## src/rtl/sram_arb_pkg.sv

```systemverilog
`default_nettype none
// sram_arb_pkg -- owner-state encoding and SRAM width constants shared with sram_arbiter. rev 1.0
package sram_arb_pkg;

   localparam int SRAM_DW  = 32;
   localparam int SRAM_BEW = SRAM_DW / 8;

   typedef enum logic [1:0] {
      ST_IDLE = 2'd0,
      ST_RD_I = 2'd1,
      ST_RD_D = 2'd2
   } arb_state_e;

   // A data access with no byte enables set is a load.
   function automatic logic is_read(input logic [SRAM_BEW-1:0] wen);
      return (wen == '0);
   endfunction

endpackage
`default_nettype wire

```

## src/rtl/sram_arbiter.sv

```systemverilog
`default_nettype none
// sram_arbiter -- instruction/data arbiter for one shared synchronous SRAM; data wins contention.
// Define SRAM_ARB_FAIR_EN to bound instruction starvation at STARVE_MAX data grants. rev 1.0
module sram_arbiter
   import sram_arb_pkg::*;
#(
   parameter int STARVE_MAX = 4,
   parameter int AW         = 32
) (
   input  logic                clk,
   input  logic                resetn,
   input  logic                i_req,
   input  logic [AW-1:0]       i_addr,
   output logic                i_ack,
   output logic                i_rvalid,
   output logic [SRAM_DW-1:0]  i_rdata,
   input  logic                d_req,
   input  logic [SRAM_BEW-1:0] d_wen,
   input  logic [AW-1:0]       d_addr,
   input  logic [SRAM_DW-1:0]  d_wdata,
   output logic                d_ack,
   output logic                d_rvalid,
   output logic [SRAM_DW-1:0]  d_rdata,
   output logic                sram_en,
   output logic [SRAM_BEW-1:0] sram_wen,
   output logic [AW-1:0]       sram_addr,
   output logic [SRAM_DW-1:0]  sram_wdata,
   input  logic [SRAM_DW-1:0]  sram_rdata
);

   arb_state_e state_q, state_d;
   logic       grant_i, grant_d;
   logic       i_turn;

   // Grants are qualified by resetn so every output reads 0 while reset is held.
   always_comb begin
      grant_d = resetn && d_req && !i_turn;
      grant_i = resetn && i_req && !grant_d;
   end

`ifdef SRAM_ARB_FAIR_EN
   localparam int CNT_W = (STARVE_MAX < 1) ? 1 : $clog2(STARVE_MAX + 1);

   logic [CNT_W-1:0] cnt_q, cnt_d;

   assign i_turn = i_req && (cnt_q >= CNT_W'(STARVE_MAX));

   always_comb begin
      cnt_d = cnt_q;
      if (!i_req || grant_i) begin
         cnt_d = '0;
      end else if (grant_d && (cnt_q < CNT_W'(STARVE_MAX))) begin
         cnt_d = cnt_q + 1'b1;
      end
   end

   always_ff @(posedge clk or negedge resetn) begin
      if (!resetn) begin
         cnt_q <= '0;
      end else begin
         cnt_q <= cnt_d;
      end
   end
`else
   logic [31:0] unused_starve;

   assign i_turn        = 1'b0;
   assign unused_starve = 32'(STARVE_MAX);
`endif

   // Owner state records whose read data the SRAM presents next cycle.
   always_comb begin
      state_d = ST_IDLE;
      if (grant_i) begin
         state_d = ST_RD_I;
      end else if (grant_d && is_read(d_wen)) begin
         state_d = ST_RD_D;
      end
   end

   always_ff @(posedge clk or negedge resetn) begin
      if (!resetn) begin
         state_q <= ST_IDLE;
      end else begin
         state_q <= state_d;
      end
   end

   always_comb begin
      i_ack      = grant_i;
      d_ack      = grant_d;
      sram_en    = grant_i || grant_d;
      sram_wen   = '0;
      sram_addr  = '0;
      sram_wdata = '0;
      if (grant_d) begin
         sram_wen   = d_wen;
         sram_addr  = d_addr;
         sram_wdata = d_wdata;
      end else if (grant_i) begin
         sram_addr  = i_addr;
      end
   end

   always_comb begin
      i_rvalid = (state_q == ST_RD_I);
      d_rvalid = (state_q == ST_RD_D);
      i_rdata  = i_rvalid ? sram_rdata : '0;
      d_rdata  = d_rvalid ? sram_rdata : '0;
   end

endmodule
`default_nettype wire

```

## config.mk

```make
export PLATFORM = sky130hd
export DESIGN_NAME = sram_arbiter
export DESIGN_NICKNAME = d
export VERILOG_FILES = /design/src/rtl/sram_arb_pkg.sv /design/src/rtl/sram_arbiter.sv
export SDC_FILE = /design/constraint.sdc
export NUM_CORES = 1
export LEC_CHECK = 0
export CAP_MARGIN = 20
export CORE_AREA = 2 2 106 108
export DETAILED_ROUTE_END_ITERATION = 10
export DIE_AREA = 0 0 108 110
export GPL_TIMING_DRIVEN = 0
export HOLD_SLACK_MARGIN = 0.15
export PLACE_DENSITY = 0.65
export SYNTH_ARGS = -nofsm -noshare
export SYNTH_HDL_FRONTEND = slang
export SYNTH_SLANG_ARGS = --single-unit
```

## constraint.sdc

```tcl
create_clock -name clk -period 1.3 [get_ports clk]
set_input_delay 0.26 -clock clk [delete_from_list [all_inputs] [get_ports clk]]
set_output_delay 0.26 -clock clk [all_outputs]
set_load 0.01 [all_outputs]
```

==> impl_results.md <==
* Period Utilization, post-route at 1.23
* Total track usage at 0.157
* Worst slew margin at 0.813
* DR DRC count at 0
* Final min period at 1600 ps
* TritonCTS clock tree: built
* Vias in the first global route at 2951
* Syn Nets at 372
* Worst path slowest cell: dfrtp_1
* Status: complete, but fails checks
* Design area at 5110 sq um
* ANT cells at 0
* Die span in y at 110 um
* WL/cell at 15.2 um
* H-tree depth at 1
* First-pass DRT Iterations at 4
* DR vias/cell at 4.25
* Final worst slack at -301 ps
* Syn Std Cell Area at 1460 sq um
* Antenna-violating nets left at 0
* Root Driver: clkbuf_8
* Worst path bufs/invs at 3
* Cell mode on critical path: buf_6
* Worst path arrival time at 1340 ps
* VDD IR max at 0.375 mV
* Initial core utilization at 0.136
* Dpl hpwl at 7870 um
* Pleak at 2.61 nW
* Placement Cell Area at 4340 sq um
* Req. time, crit path at 1040 ps
* Clock transition at path regs at 30 ps
* PortBufs at 270
* PwrDens at 320 nW/um^2
* Yosys top cell by area: and2_1
* First-pass GRT wire length at 15100 um
* CP endpoint kind: primary output
* Max_cap viols at 0
* Final Hold Fails at 0
* Setup TNS at -16560 ps
* Largest Register: state_q
* Cell family with most CP delay: flip-flops
* Setup crit start kind: flip-flop
* Row cnt at 38
* Tot Pwr at 1.63 mW
* Area Growth Syn to Fin at 250%
* DR iter-0 viols at 61
* Vias at 2935
* Final wirelength at 10500 um
* Slew Viols, Final at 0
* Core area at 10700 sq um
* Syn Area/Cell at 6.18 sq um
* Seq/Total Area, Yosys at 0.0343
* Largest register FFs at 2
* CTS sink count at 2
* Hold WC Path Type: in2reg
* CP Cell Sequence: and2b_4 -> buf_4 -> buf_6 -> and2_4 -> buf_6
* Yosys top cell area share at 0.283
* CP max FO at 6
* CP max stage delay at 400 ps
* Failing checks: setup timing
* Critical path class: reg2out
* Layout cells sized above 1 at 0.568
* Worst Tran Pin Value at 280 ps
* GPL Wtd Cong at 0.781
* Synth warnings at 0
* CTS Buffer Depth at 2
* Number of buffers created by CTS at 3
* Synth top area cells: and2_1 (28%), and3_1 (15%), o21ai_2 (14%)
* Io pins at 273
* Top Registers: state_q: 2 flops
* Fmax at 624 MHz
* Synth cell types at 20
* Final nets at 689
* Die width at 108 um
* Largest net degree at the start of global routing at 11
* Total gr overflow at 0
* Die ar. at 11900 sq um
* Unrepaired setup endpoints after global routing: yes
* Setup Viol. Count Final at 88
* Post-synthesis instance total at 236
* Initial antenna violation count at 0
* Post-synthesis register bit count at 2
==> worst min-delay path, stage by stage <==
cell and delay, ps:
dlymetal6s2s_1 110, nor4_1 60, and2_1 140
==> path summary, 6_finish.rpt <==
kind                            start     endpoint  slack, ps  depth (start not counted)
max                        state_q[0]  i_rdata[27]       -300                          5
min                          d_wen[2]   state_q[1]        410                          3
max in group asynchronous      resetn   state_q[1]        720                          3
min in group asynchronous      resetn   state_q[0]        490                          3
==> where the power goes <==
group / leakage [nW] / internal (mW) / switching, mW / total (mW)
logic: 2.56 / 0.833 / 0.496 / 1.33
registers: 0.0274 / 0.0643 / 0.00148 / 0.0658
clock network: 0.0216 / 0.195 / 0.0440 / 0.239
==> metal layers <==
layer | global-route usage | routed length (um) | vias to the layer above
met5 | 0 | 0 | -
met4 | 0.0275 | 82 | 0
met3 | 0.0317 | 944 | 6
met2 | 0.316 | 5670 | 154
met1 | 0.171 | 3810 | 1348
li1 | - | - | 1427
==> timing repair <==
| action | 4_1_cts | 5_1_grt |
|---|---|---|
| gates cloned | 12 | 2 |
| setup buffers | 20 | 14 |
| pin swaps | 85 | 19 |
| hold buffers | 1 | 0 |
| endpoints found under the hold margin | 2 | 0 |
| resized for setup | 705 | 86 |
| endpoints found under the setup margin | 138 | 125 |
==> kinds of logic after synthesis <==
group | share of synthesized area
buf+inv | 0.132
compound gates | 0.177
flops | 0.0343
simple gates | 0.657
==> metrics by stage <==
stage	utilization	setup WS [ps]	hold WS (ps)	cells
finish	0.478	-301	414	691
CTS	0.441	-340	447	682
global placement	0.405	-1080	441	646
detailed placement	0.405	-1100	448	646
global route	0.478	-355	447	691
floorplan	-	103	-35.6	236
==> cell usage in the layout (no fill, tap or decap), types with 11 or more instances in the layout <==
cell / instances
and3_1: 23
dlymetal6s2s_1: 12
and3_4: 13
buf_6: 75
nand2_1: 29
o21ai_2: 28
buf_2: 92
buf_4: 11
and2_4: 30
nand3_2: 18
and2_1: 36
clkdlybuf4s50_1: 120
==> final cells by class <==
class,count,area (sq um)
tap,140,175
inverter,1,3.75
multi-input combinational,204,1570
clock buffer,3,41.3
buffer,26,299
timing repair buffer,315,2970
fill,1062,5590
sequential,2,50.0
==> synth_stat cells <==
| library cell | count |
|---|---|
| nand2b_4 | 1 |
| clkbuf_2 | 2 |
| and3_1 | 36 |
| buf_4 | 2 |
| dfrtp_1 | 2 |
| nor2_1 | 1 |
| o21ai_2 | 24 |
| and2b_1 | 1 |
| o21ai_1 | 5 |
| buf_2 | 14 |
| nand2_1 | 32 |
| nor2b_2 | 1 |
| inv_1 | 1 |
| clkbuf_1 | 4 |
| o21ai_0 | 3 |
| o21a_1 | 1 |
| nand3_1 | 32 |
| buf_6 | 7 |
| and2_1 | 66 |
| nor4_1 | 1 |
No activity file was read; power rests on OpenSTA's default activity.
